File: src/rtl/sysbus_io_initiator.sv
// -----------------------------------------------------------------------------
// sysbus_io_initiator
//
// Purpose:
//   Bus-master end of the sysbus IO channel. Accepts one read or write request
//   at a time from the core load/store path and drives it onto the sysbus IO
//   request signals. It then waits for the responder's ready, captures the
//   returned data and hands a response back to the core. Before the next
//   request it completes the four-phase release: valid goes low first, then
//   the initiator waits for ready to go low. A timeout stops a dead IO address
//   from hanging the core.
//
// Parameters:
//   TIMEOUT_CYCLES  cycles spent in REQ without ready before an error abort;
//                   0 disables the timeout
//   CNT_W           width of the timeout counter; must be able to hold
//                   TIMEOUT_CYCLES
//
// Ports:
//   clk, rst_n             clock (rising edge), asynchronous active-low reset
//   req_valid/req_ready    core request handshake
//   req_write/addr/wdata   request kind (1 = write), address, write data
//   resp_valid/resp_ready  core response handshake
//   resp_rdata/resp_err    captured bus read data, timeout-abort flag
//   busy                   high whenever the initiator is not idle
//   sysbus_o_io_*          bus request valid/write/addr/data (all registered)
//   sysbus_i_io_ready      responder done; stays high until valid drops
//   sysbus_i_io_data       responder read data, valid while ready is high
// -----------------------------------------------------------------------------
module sysbus_io_initiator #(
    parameter int unsigned TIMEOUT_CYCLES = 1024,
    parameter int unsigned CNT_W          = 16
) (
    input  logic        clk,
    input  logic        rst_n,
    // core request
    input  logic        req_valid,
    output logic        req_ready,
    input  logic        req_write,
    input  logic [31:0] req_addr,
    input  logic [31:0] req_wdata,
    // core response
    output logic        resp_valid,
    input  logic        resp_ready,
    output logic [31:0] resp_rdata,
    output logic        resp_err,
    output logic        busy,
    // sysbus IO channel
    output logic        sysbus_o_io_valid,
    output logic        sysbus_o_io_write,
    output logic [31:0] sysbus_o_io_addr,
    output logic [31:0] sysbus_o_io_data,
    input  logic        sysbus_i_io_ready,
    input  logic [31:0] sysbus_i_io_data
);

    typedef enum logic [1:0] {
        ST_IDLE = 2'd0,
        ST_REQ  = 2'd1,
        ST_DONE = 2'd2
    } state_t;

    // Last counter value before the abort fires; unused when the timeout is off.
    localparam logic [CNT_W-1:0] LP_CNT_LAST =
        CNT_W'((TIMEOUT_CYCLES == 0) ? 0 : TIMEOUT_CYCLES - 1);
    localparam logic [CNT_W-1:0] LP_CNT_ONE = CNT_W'(1);

    state_t           r_state;
    state_t           w_state_nxt;
    logic [CNT_W-1:0] r_cnt;

    logic             r_io_valid;
    logic             r_io_write;
    logic [31:0]      r_io_addr;
    logic [31:0]      r_io_data;
    logic             r_resp_valid;
    logic [31:0]      r_resp_rdata;
    logic             r_resp_err;

    logic             w_idle;
    logic             w_accept;
    logic             w_timeout;
    logic             w_resp_hs;
    logic             w_resp_clear;

    assign w_idle    = (r_state == ST_IDLE);
    assign w_accept  = req_valid && w_idle;
    assign w_timeout = (TIMEOUT_CYCLES != 0) && (r_cnt == LP_CNT_LAST);
    assign w_resp_hs = r_resp_valid && resp_ready;
    // Response handshake is finished: either already taken, or being taken now.
    assign w_resp_clear = !r_resp_valid || resp_ready;

    // -------------------------------------------------------------------------
    // State register
    // -------------------------------------------------------------------------
    // NOTE: sequential state uses non-blocking (<=) so every flop samples the
    // pre-edge values regardless of the order the always blocks evaluate in.
    always_ff @(posedge clk or negedge rst_n) begin
        if (!rst_n) begin
            r_state <= ST_IDLE;
        end else begin
            r_state <= w_state_nxt;
        end
    end

    // -------------------------------------------------------------------------
    // Next-state logic
    // -------------------------------------------------------------------------
    always_comb begin
        // NOTE: default first, so every path assigns w_state_nxt and no latch
        // is inferred.
        w_state_nxt = r_state;
        unique case (r_state)
            ST_IDLE: begin
                if (req_valid) begin
                    w_state_nxt = ST_REQ;
                end
            end
            ST_REQ: begin
                // Ready wins over the timeout when both occur in one cycle.
                if (sysbus_i_io_ready || w_timeout) begin
                    w_state_nxt = ST_DONE;
                end
            end
            ST_DONE: begin
                // Leave only when the core has the response and the responder
                // has released ready (last phase of the four-phase handshake).
                if (w_resp_clear && !sysbus_i_io_ready) begin
                    w_state_nxt = ST_IDLE;
                end
            end
            default: begin
                w_state_nxt = ST_IDLE;
            end
        endcase
    end

    // -------------------------------------------------------------------------
    // Bus request, response and timeout counter registers
    // -------------------------------------------------------------------------
    always_ff @(posedge clk or negedge rst_n) begin
        if (!rst_n) begin
            r_io_valid   <= 1'b0;
            r_io_write   <= 1'b0;
            r_io_addr    <= '0;
            r_io_data    <= '0;
            r_resp_valid <= 1'b0;
            r_resp_rdata <= '0;
            r_resp_err   <= 1'b0;
            r_cnt        <= '0;
        end else begin
            unique case (r_state)
                ST_IDLE: begin
                    // Any ready seen here is a stale release and is ignored.
                    if (w_accept) begin
                        r_io_valid <= 1'b1;
                        r_io_write <= req_write;
                        r_io_addr  <= req_addr;
                        r_io_data  <= req_wdata;
                        r_cnt      <= '0;
                    end
                end
                ST_REQ: begin
                    if (sysbus_i_io_ready) begin
                        // Data is captured for writes too; the core ignores it.
                        r_resp_rdata <= sysbus_i_io_data;
                        r_resp_err   <= 1'b0;
                        r_resp_valid <= 1'b1;
                        r_io_valid   <= 1'b0;
                    end else if (w_timeout) begin
                        r_resp_rdata <= '0;
                        r_resp_err   <= 1'b1;
                        r_resp_valid <= 1'b1;
                        r_io_valid   <= 1'b0;
                    end else begin
                        r_cnt <= r_cnt + LP_CNT_ONE;
                    end
                end
                ST_DONE: begin
                    if (w_resp_hs) begin
                        r_resp_valid <= 1'b0;
                    end
                end
                default: begin
                    r_io_valid   <= 1'b0;
                    r_resp_valid <= 1'b0;
                end
            endcase
        end
    end

    // -------------------------------------------------------------------------
    // Outputs
    // -------------------------------------------------------------------------
    assign req_ready         = w_idle;
    assign busy              = !w_idle;
    assign resp_valid        = r_resp_valid;
    assign resp_rdata        = r_resp_rdata;
    assign resp_err          = r_resp_err;
    assign sysbus_o_io_valid = r_io_valid;
    assign sysbus_o_io_write = r_io_write;
    assign sysbus_o_io_addr  = r_io_addr;
    assign sysbus_o_io_data  = r_io_data;

endmodule

File: config.mk
export PLATFORM = sky130hd
export DESIGN_NAME = sysbus_io_initiator
export DESIGN_NICKNAME = d
export VERILOG_FILES = /design/src/rtl/sysbus_io_initiator.sv
export SDC_FILE = /design/constraint.sdc
export NUM_CORES = 1
export LEC_CHECK = 0
export ABC_CLOCK_PERIOD_IN_PS = 2270
export CAP_MARGIN = 20
export CORE_MARGIN = 3
export CORE_UTILIZATION = 42
export DETAILED_ROUTE_END_ITERATION = 10
export PLACE_DENSITY = 0.83
export SYNTH_ARGS = -nofsm -noshare
export SYNTH_HDL_FRONTEND = slang
export SYNTH_SLANG_ARGS = --single-unit
File: constraint.sdc
create_clock -name clk -period 2.27 [get_ports clk]
set_input_delay 0.454 -clock clk [delete_from_list [all_inputs] [get_ports clk]]
set_output_delay 0.454 -clock clk [all_outputs]
set_load 0.1 [all_outputs]
==> summary.txt <==
max_cap viols - 0
Tot GR Track Use - 0.213
core area - 10,600 µm²
Die ar. - 12,500 µm²
fin crit period - 2.04 ns
library cells used by synthesis - 42
Synth async-reset ratio - 1.00
I/O Buffers - 203
Max Slew Vio Count - 0
clk buf depth - 2
Total Routed Length - 13.1 mm
initial antenna violation count - 0
Worst Hold Slack - 0.467 ns
outcome - completed
syn_nets - 568
final worst slack - 0.235 ns
H-Tree Depth - 4
register area - 2950 µm²
Critical Path Source Type - register
FP Rows - 37
vias in the first global route - 4,458
Worst path max stage delay - 0.52 ns
synth top area cells - dfrtp_1, nand2_1, a22o_1
share of cells above drive strength 1 - 0.236
CP top delay family - simple AND/OR/NAND/NOR gates
CP Capture Type - register
drt pass-1 iters - 4
Die Width - 112 µm
TritonCTS clock tree - built
RR Endpoint - r_cnt[7]
Cells after Synth - 465
Post-synth EDFFs - 0
CTS buffer count - 17
top cells by count, synth - nand2_1, dfrtp_1, a22o_1
worst min path class - in2async
setup TNS - 0 ns
synthesized area per cell - 10.1 µm²
Seq/Total Area, Yosys - 0.629
reg2reg path depth - 4
flops & latches, synth - 118
Post-CTS Setup Bufs - 0
CP max-delay cell - and4_1
post-synthesis cell area - 4700 µm²
r2r startpoint - r_cnt[13]
DP HPWL - 9.26 mm
WP data required - 2.68 ns
area of the multi-input gates - 1630 µm²
DR vias - 4,225
Achievable Freq - 491 MHz
Post-CTS Hold Buffers - 1
Final ANT Viol Nets - 0
largest net degree at the start of global routing - 46
post-synth top area cell - dfrtp_1
DRT iter0 DRCs - 318
WL/cell - 15.8 µm
Worst-Margin Slew - 0.560 ns
fill cell count - 766
CP Buf/Inv Count - 0
Reg clk slew, reported paths - 0.06 ns
final setup vio count - 0
nets@finish - 781
ys flop type - dfrtp_1
GRT overflow - 0
count leader, synth - nand2_1
Sink Count - 118
first-pass GRT wire length - 21.7 mm
Critical Path, Cell by Cell - nor4_1 -> and4_1 -> o21ai_1 -> a221oi_1
post-synth top area share - 0.629
Final Cycle Share - 0.897
Die Span Y - 112 µm
CP arrival - 2.44 ns
I/O pin total - 204
Fin. Hold Viols - 0
vias per inst - 5.11
Clk Latency, worst-skew pair - 0.51 ns
unrepaired setup endpoints after global routing - no
area grow syn2layout - 55.7%
Synth warnings - 0
clock skew - 0.00638 ns
r2r setup slk - 0.23 ns
classification of the worst setup path - reg2reg
Ant. Diodes - 0
worst-path fanout max - 10
initial core utilization - 0.443
Post-CTS Resized - 0
CTS root buffer - clkbuf_8
Worst slew margin - 0.626
drc violations - 0
pre-CTS setup slack - 0.0304 ns
Placer Congestion - 0.875
==> kinds of logic after synthesis <==
logic type                 count (synthesis)  share of synthesized area
and+or+nand+nor                          252                      0.229
DFF                                      118                      0.629
AOI/OAI and AO/OA                         59                      0.102
buffers and inverters                     30                     0.0269
muxes                                      5                     0.0107
adders and majority gates                  1                    0.00266
==> stage by stage <==
| stage | instances | instance area (µm²) | util |
|---|---|---|---|
| final | 827 | 7310 | 0.690 |
| after detailed placement | 794 | 6710 | 0.633 |
| after global placement | 794 | 6710 | 0.633 |
| after floorplan | 465 | 4700 | - |
| after CTS | 827 | 7310 | 0.690 |
| after global routing | 827 | 7310 | 0.690 |
==> worst max-delay path by stage <==
stage                                  from             endpoint  slack (ns)  cells past startpoint
after floorplan                  r_state[0]  sysbus_o_io_addr[0]        0.24                      7
after global placement    sysbus_i_io_ready            r_cnt[14]        0.07                      5
after detailed placement  sysbus_i_io_ready            r_cnt[14]        0.03                      5
after CTS                        r_state[0]                 busy        0.26                      3
after global routing              r_cnt[13]       resp_rdata[30]        0.09                      5
final                             r_cnt[13]             r_cnt[7]        0.23                      4
==> registers in the layout (all words and copies together) (netlist names) <==
register / cells
resp_valid: 1
r_cnt: 16
sysbus_o_io_data: 32
resp_err: 1
sysbus_o_io_addr: 32
sysbus_o_io_valid: 1
sysbus_o_io_write: 1
r_state: 2
resp_rdata: 32
==> placed cells by master (no fill, tap or decap), types with 3 or more instances in the layout <==
master,netlist,final
a21oi_1,4,4
a22o_1,32,32
a31oi_1,5,5
and3_1,3,3
and4_1,3,3
buf_12,0,4
buf_4,1,115
bufinv_16,0,3
clkbuf_16,0,16
clkdlybuf4s50_1,0,100
clkinv_2,0,4
clkinvlp_4,0,3
dfrtp_1,118,118
inv_1,4,4
mux2i_1,5,5
nand2_1,209,208
nand3_1,8,8
nand4_1,4,4
nor3_1,4,4
o21ai_0,3,3
==> cell type report <==
class,instances,share of cell area
Sequential cell,118,0.404
Clock inverter,15,0.0245
Multi-Input combinational cell,317,0.223
Timing Repair Buffer,220,0.267
Clock buffer,17,0.0566
Tap cell,136,0.0233
Inverter,4,0.00205
==> metal layers <==
metal	vias to the layer above	global-route usage	wire [µm]
met5	-	0	0
met4	0	0.0730	274
met3	22	0.0772	1120
met2	188	0.359	6600
met1	2025	0.253	5080
li1	1990	-	-
==> worst register-to-register path: stages (launching register included) <==
cell and delay, ns:
dfrtp_1 0.44, nor4_1 0.45, and4_1 0.52, o21ai_1 0.22, a221oi_1 0.30
Power is left out: the tool's default activity adds up to more than one toggle a clock period on the data nets, which glitch-free logic cannot reach.
